File: src/rtl/btn_cond.sv
// Multi-channel push-button conditioner: 2-flop sync, tick-based debounce,
// registered level / press / release outputs with per-channel hold-to-repeat.
module btn_cond #(
    parameter int unsigned N          = 3,
    parameter int unsigned DEB_MS     = 20,
    parameter int unsigned REP_DLY_MS = 500,
    parameter int unsigned REP_MS     = 100,
    parameter logic [N-1:0] REP_EN    = {N{1'b1}}
) (
    input  logic         clk,
    input  logic         R,
    input  logic         ce,
    input  logic [N-1:0] BTN,
    output logic [N-1:0] LVL,
    output logic [N-1:0] PRESS,
    output logic [N-1:0] REL
);

    localparam int unsigned CW = 10;
    localparam logic [CW-1:0] DEB_TOP = CW'(DEB_MS - 1);
    localparam logic [CW-1:0] DLY_TOP = CW'(REP_DLY_MS - 1);
    localparam logic [CW-1:0] REP_TOP = CW'(REP_MS - 1);

    typedef enum logic [1:0] {
        IDLE   = 2'd0,
        DELAY  = 2'd1,
        REPEAT = 2'd2
    } state_e;

    for (genvar g = 0; g < N; g++) begin : g_ch
        logic          s1_q, s0_q;
        logic          lvl_q, lvl_d;
        logic          press_q, press_d;
        logic          rel_q, rel_d;
        logic [CW-1:0] dc_q, dc_d;
        logic [CW-1:0] rc_q, rc_d;
        state_e        state_q, state_d;
        logic          acc_c;
        logic          rep_c;

        always_ff @(posedge clk or negedge R) begin
            if (!R) begin
                s1_q    <= 1'b0;
                s0_q    <= 1'b0;
                lvl_q   <= 1'b0;
                press_q <= 1'b0;
                rel_q   <= 1'b0;
                dc_q    <= '0;
                rc_q    <= '0;
                state_q <= IDLE;
            end else begin
                s1_q    <= BTN[g];
                s0_q    <= s1_q;
                lvl_q   <= lvl_d;
                press_q <= press_d;
                rel_q   <= rel_d;
                dc_q    <= dc_d;
                rc_q    <= rc_d;
                state_q <= state_d;
            end
        end

        // Debounce plus repeat FSM; an accepted release always beats a repeat pulse.
        always_comb begin
            lvl_d   = lvl_q;
            dc_d    = dc_q;
            rc_d    = rc_q;
            state_d = state_q;
            acc_c   = 1'b0;
            rep_c   = 1'b0;
            press_d = 1'b0;
            rel_d   = 1'b0;

            if (s0_q == lvl_q) begin
                dc_d = '0;
            end else if (ce) begin
                if (dc_q == DEB_TOP) begin
                    lvl_d = s0_q;
                    dc_d  = '0;
                    acc_c = 1'b1;
                end else begin
                    dc_d = dc_q + CW'(1);
                end
            end

            case (state_q)
                IDLE: begin
                    if (acc_c && s0_q) begin
                        state_d = DELAY;
                        rc_d    = '0;
                    end
                end
                DELAY: begin
                    if (acc_c) begin
                        state_d = IDLE;
                        rc_d    = '0;
                    end else if (ce && REP_EN[g]) begin
                        if (rc_q == DLY_TOP) begin
                            rep_c   = 1'b1;
                            rc_d    = '0;
                            state_d = REPEAT;
                        end else begin
                            rc_d = rc_q + CW'(1);
                        end
                    end
                end
                REPEAT: begin
                    if (acc_c) begin
                        state_d = IDLE;
                        rc_d    = '0;
                    end else if (ce) begin
                        if (rc_q == REP_TOP) begin
                            rep_c = 1'b1;
                            rc_d  = '0;
                        end else begin
                            rc_d = rc_q + CW'(1);
                        end
                    end
                end
                default: begin
                    state_d = IDLE;
                    rc_d    = '0;
                end
            endcase

            press_d = (acc_c && s0_q) || rep_c;
            rel_d   = acc_c && !s0_q;
        end

        assign LVL[g]   = lvl_q;
        assign PRESS[g] = press_q;
        assign REL[g]   = rel_q;
    end

endmodule

File: config.mk
export PLATFORM = sky130hd
export DESIGN_NAME = btn_cond
export DESIGN_NICKNAME = d
export VERILOG_FILES = /design/src/rtl/btn_cond.sv
export SDC_FILE = /design/constraint.sdc
export NUM_CORES = 1
export LEC_CHECK = 0
export ABC_AREA = 1
export CORE_MARGIN = 8
export CORE_UTILIZATION = 38
export CTS_CLUSTER_DIAMETER = 50
export DETAILED_ROUTE_END_ITERATION = 16
export DONT_BUFFER_PORTS = 1
export PLACE_DENSITY_LB_ADDON = 0.12
export RECOVER_POWER = 25
export SLEW_MARGIN = 40
export SYNTH_ARGS = -nofsm -noshare
export SYNTH_HDL_FRONTEND = slang
export SYNTH_SLANG_ARGS = --single-unit
File: constraint.sdc
create_clock -name clk -period 3.5 [get_ports clk]
set_clock_uncertainty 0.1 [all_clocks]
set_input_delay 0.35 -clock clk [delete_from_list [all_inputs] [get_ports clk]]
set_output_delay 0.35 -clock clk [all_outputs]
set_load 0.05 [all_outputs]
Word level (Yosys, flattened, before mapping)

Index checks and enable logic that the tools add are counted.

Flip-flop bits (word level): 81
Output and inout port bits: 9
Word-level logic and storage cells: 174

Add/subtract/negate cells: 6
Eq/ne operators: 33
Muxes and demuxes: 81
Bitwise gates (word level): 3
Reduce and logical (&&, ||, !) cells: 27

Operators with widths:

| cell                                                                    | number |
|---|---|
| 10-bit two-way mux                                                      | 30 |
| 10-bit case mux with 3 select lines                                     | 3 |
| 10-bit by 1-bit adder with 10-bit output (second input constant)        | 6 |
| 10-bit by 5-bit equality test with 1-bit output (second input constant) | 3 |
| 10-bit by 7-bit equality test with 1-bit output (second input constant) | 3 |
| 10-bit by 9-bit equality test with 1-bit output (second input constant) | 3 |
| 2-bit two-way mux                                                       | 15 |
| 1-bit two-way mux                                                       | 27 |
| 3-bit inequality test (second input constant)                           | 9 |
| 2-bit case mux with 3 select lines                                      | 3 |
| 3-bit AND reduction                                                     | 6 |
| 2-bit inequality test (second input constant)                           | 6 |
| 4-bit AND reduction                                                     | 3 |
| 2-bit by 1-bit equality test with 1-bit output (second input constant)  | 3 |
| 2-bit equality test (second input constant)                             | 3 |
| 1-bit logical AND                                                       | 6 |
| 2-bit zero test                                                         | 3 |
| 1-bit case mux with 2 select lines                                      | 3 |
| 2-bit nonzero test                                                      | 3 |
| 1-bit equality test                                                     | 3 |
| 1-bit zero test                                                         | 3 |
| 1-bit logical OR                                                        | 3 |
| 1-bit inverter                                                          | 3 |

Logic depth before layout (Yosys ltp)

Word-level depth: 7
Gate-level depth with buffers: 12
Gate-level depth less buffers: 12

Least setup slack after synthesis

No wires, ideal clock.

Kind: flip-flop to flip-flop
Start: register g_ch[1].dc_q[0]
End: register g_ch[1].rc_q[3]
Arrival time: 1.517 ns
Path slack: 1.756 ns
Stages on the path, launching flop included: 12
Buffers on the path: 1
Period minus slack after synthesis: 1.744 ns
Path through: dfrtp_1 > ha_1 > inv_1 > nor2_1 > nand3_1 > nor2_1 > nand3_2 > nand2_2 > nand3_4 > clkinv_2 > buf_6 > o21ai_0

Longest elaborated chain between the ends: 7
Elaborated cells between the ends (all ways): 12
Those cells by class: eq/ne (4); mux (6); reduce/logical (2)

RTL lines:

| what                                                | line | text |
|---|---|---|
| from (decl)                                         | 35   | `logic [CW-1:0] dc_q, dc_d;` |
| from (signal assigned)                              | 48   | `dc_q <= '0;` |
| from (signal assigned)                              | 57   | `dc_q <= dc_d;` |
| 10-bit by 5-bit equality test with 1-bit output (*) | 77   | `if (dc_q == DEB_TOP) begin` |
| 1-bit two-way mux (*)                               | 77   |  |
| 1-bit two-way mux (*)                               | 76   | `end else if (ce) begin` |
| 1-bit two-way mux (*)                               | 74   | `if (s0_q == lvl_q) begin` |
| 1-bit logical AND                                   | 88   | `if (acc_c && s0_q) begin` |
| 2-bit inequality test (no source line)              | n/a  |  |
| 3-bit AND reduction (no source line)                | n/a  |  |
| to (signal assigned)                                | 58   | `rc_q <= rc_d;` |
| to (decl)                                           | 36   | `logic [CW-1:0] rc_q, rc_d;` |

Mark *: on every way between the ends. The rest lies on a longest branch, timed or not.
A chain may end at the register's enable or synchronous reset.

==> results.py <==
metrics = {
    "global_routing": {
        "grt_pass1_vias": 4397,
        "grtUsageMet1_pct": 18.2,
        "busiest_layer": "met2",
        "met3_usage_pct": 2.17,
        "overflow": 0,
        "grt_max_degree": 82,
        "grt_pass1_wl_mm": 20.8,
        "grt_util_all_layers_pct": 14.0,
        "antenna_found_initial": 0,
        "use_met2_pct": 22.0,
    },
    "worst_setup_path": {
        "crit_chain": "dlygate4sd3_1 -> clkbuf_2",
        "criticalPathCategory": "in2async",
        "max_stage_delay_ps": 1420,
        "crit_path_top_delay_cell": "clkbuf_2",
        "reg2regPathDepth": 9,
        "critPathMaxFanout": 81,
        "start_kind": "input port",
        "cp.required_ps": 3450,
        "r2r-end": "g_ch[0].rc_q[1]",
        "reg2reg_from": "g_ch[0].lvl_q",
        "ff2ff_setup_slack_ps": 1250,
        "critPathTopFamily": "buffers and inverters",
        "critical_path.endpoint_type": "async pin",
        "path_buf_inv": 2,
        "arrival_ps": 2380,
    },
    "cts": {
        "worstSkewPairLatency_ps": 350,
        "htreeDepth": 3,
        "clockBufferDepth": 2,
        "clk_pin_slew_worst_paths_ps": 60,
        "clock_sinks": 81,
        "cts_buffers": 9,
        "cts_root_buffer": "clkbuf_16",
        "post_cts_buffers": 0,
        "cts_tree": "yes",
    },
    "route": {
        "via_count": 4686,
        "drt_iter0_markers": 295,
        "viasPerCell": 5.07,
        "ant_nets": 0,
        "dr.pass1.iters": 5,
        "routed_wl_mm": 11.8,
        "drc_errors": 0,
        "post_drt_wl_per_cell_um": 12.8,
    },
    "power_and_ir_drop": {
        "combPwrFrac_pct": 13.9,
        "p_int_mw": 1.71,
        "p_clk_share_pct": 44.5,
        "netSwitchingFraction_pct": 27.6,
        "p_sw_mw": 0.654,
        "p_leak_nw": 2.74,
        "seqPwrFrac_pct": 41.6,
        "peakVddDrop_mv": 0.195,
        "power.density_nw_per_um2": 411,
    },
    "synthesis": {
        "synth-seq-cells": 81,
        "ys_types": 38,
        "synth_nets": 770,
        "syn_inst": 749,
        "yosysSeqAreaShare_pct": 38.0,
        "synth-warning-count": 0,
        "avgSynthCellArea_sq_um": 7.12,
        "netlist_area_sq_um": 5330,
    },
    "timing": {
        "maxSlewHeadroom_pct": -35.7,
        "hold_viol_final": 0,
        "post-route-period-util_pct": 69.4,
        "grt_setup_unrepaired": "false",
        "setup_viol": 0,
        "slew_violations": 82,
        "tightestPinTransition_ps": 2040,
        "fin_crit_ps": 2430,
        "max_freq_mhz": 412,
        "postLayoutSetupSlackWorst_ps": 1070,
        "fin_setup_tns_ps": 0,
    },
    "placement": {
        "place_ws_ps": 1250,
        "dpl.hpwl_mm": 8.29,
        "place_area_sq_um": 5390,
        "place.gp.congestion": 0.847,
        "port_buffers": 0,
    },
    "floorplan": {
        "die_area_sq_um": 18100,
        "rows": 43,
        "die_h_um": 134,
        "start_util_pct": 38.7,
        "ios": 15,
        "coreArea_sq_um": 13800,
        "die_w_um": 134,
    },
    "run": {
        "maxCapViolCount": 1,
    },
    "status": {
        "violations": "max-capacitance violations, max-slew violations",
        "status": "finished with violations",
    },
    "hold_path": {
        "min_to": "g_ch[0].press_q",
        "holdCritPathClass": "in2reg",
        "worstHoldStart": "ce",
        "hold_depth": 2,
    },
    "cells_and_area": {
        "final_cell_mix": "nand2_1, inv_1, nand3_1, dfrtp_1, nor2_1",
        "n_antenna_cell": 0,
        "drive_gt1_share_pct": 6.17,
        "final_area_sq_um": 5770,
        "final_common_cell": "nand2_1",
        "syn_to_final_growth_pct": 8.19,
        "nets": 761,
    },
}
==> layer usage <==
layer	wire length [um]	up-vias
met1	5850	2199
met2	5390	71
met3	293	20
li1	-	2396
met5	0	-
met4	272	0
==> through the flow <==
stage	hold WS (ps)	total power, mW	std cells	utilization, %
floorplan	-45.6	1.26	749	-
global placement	-42.5	1.30	904	39.2
detailed placement	-42.3	1.31	904	39.2
CTS	37.8	2.40	925	42.0
global route	46.3	2.48	925	41.9
finish	56.2	2.37	925	41.9
==> synth_stat cells <==
library cell,instances,area (sq um)
nand2_1,209,785
inv_1,97,364
nand3_1,93,465
dfrtp_1,81,2030
nor2_1,71,267
o21ai_0,31,155
nand4_1,27,169
xor2_1,17,149
ha_1,15,188
nand3b_1,12,90.1
o22ai_1,12,75.1
buf_4,11,82.6
a21oi_1,9,45.0
clkbuf_1,6,22.5
buf_2,5,25.0
inv_2,5,18.8
nand3_2,5,50.1
nor2_2,5,31.3
nor3_1,5,25.0
xnor2_1,5,43.8
nor2_4,4,45.0
buf_6,3,33.8
nand2_2,3,18.8
nand4_2,2,25.0
o211ai_1,2,15.0
o32ai_1,2,17.5
a21oi_2,1,8.76
a31oi_1,1,6.26
clkinv_2,1,5.00
nand3_4,1,17.5
nor3_2,1,10.0
nor3b_1,1,7.51
nor4_1,1,6.26
o21ai_1,1,5.00
o21ai_2,1,8.76
o21bai_1,1,7.51
o31ai_1,1,7.51
o41ai_1,1,8.76
==> power by group through the flow <==
stage / Sequential [mW] / Combinational [mW] / Clock (mW)
after CTS: 0.985 / 0.333 / 1.09
after floorplan: 0.997 / 0.265 / 0
after detailed placement: 1.00 / 0.304 / 0
after global placement: 1.00 / 0.298 / 0
after global routing: 0.990 / 0.367 / 1.12
final: 0.986 / 0.330 / 1.05
==> what timing repair did <==
| action | in CTS | in global routing |
|---|---|---|
| endpoints found under the hold margin | 84 | 0 |
| hold buffers | 5 | 0 |
| resized for setup | 0 | 0 |
==> how the worst max path moves through the flow <==
stage	startpoint	depth (start not counted)	endpoint
2_1_floorplan	g_ch[1].dc_q[0]	11	g_ch[1].rc_q[3]
3_3_place_gp	g_ch[0].lvl_q	9	g_ch[0].rc_q[9]
3_5_place_dp	g_ch[0].lvl_q	9	g_ch[0].rc_q[1]
4_1_cts	g_ch[0].lvl_q	9	g_ch[0].rc_q[1]
5_1_grt	R	2	g_ch[0].dc_q[4]
6_report	R	2	g_ch[0].rc_q[9]
==> cell type report <==
| type | count | area (sq um) |
|---|---|---|
| repair buffers | 5 | 45.0 |
| clock buffers | 11 | 253 |
| inverters | 103 | 388 |
| flip-flops and latches | 81 | 2030 |
| multi-input cells | 540 | 2750 |
| clock inverters | 5 | 77.6 |
| fillers | 1446 | 8010 |
| well taps | 180 | 225 |
==> registers in the layout, summed over array words and instances (netlist names) <==
register and count:
g_ch.dc_q 30, g_ch.rc_q 30, g_ch.state_q 6, g_ch.lvl_q 3
g_ch.press_q 3, g_ch.rel_q 3, g_ch.s0_q 3, g_ch.s1_q 3
==> kinds of logic after synthesis <==
family                     Yosys count  share of synthesized area (%)
DFF                                 81                           38.0
adders and majority gates           15                           3.52
AOI/OAI and AO/OA                   63                           6.76
and+or+nand+nor                    440                           37.7
buffers and inverters              128                           10.3
xor gates and xnor gates            22                           3.61
(Power assumes the default switching activity.)
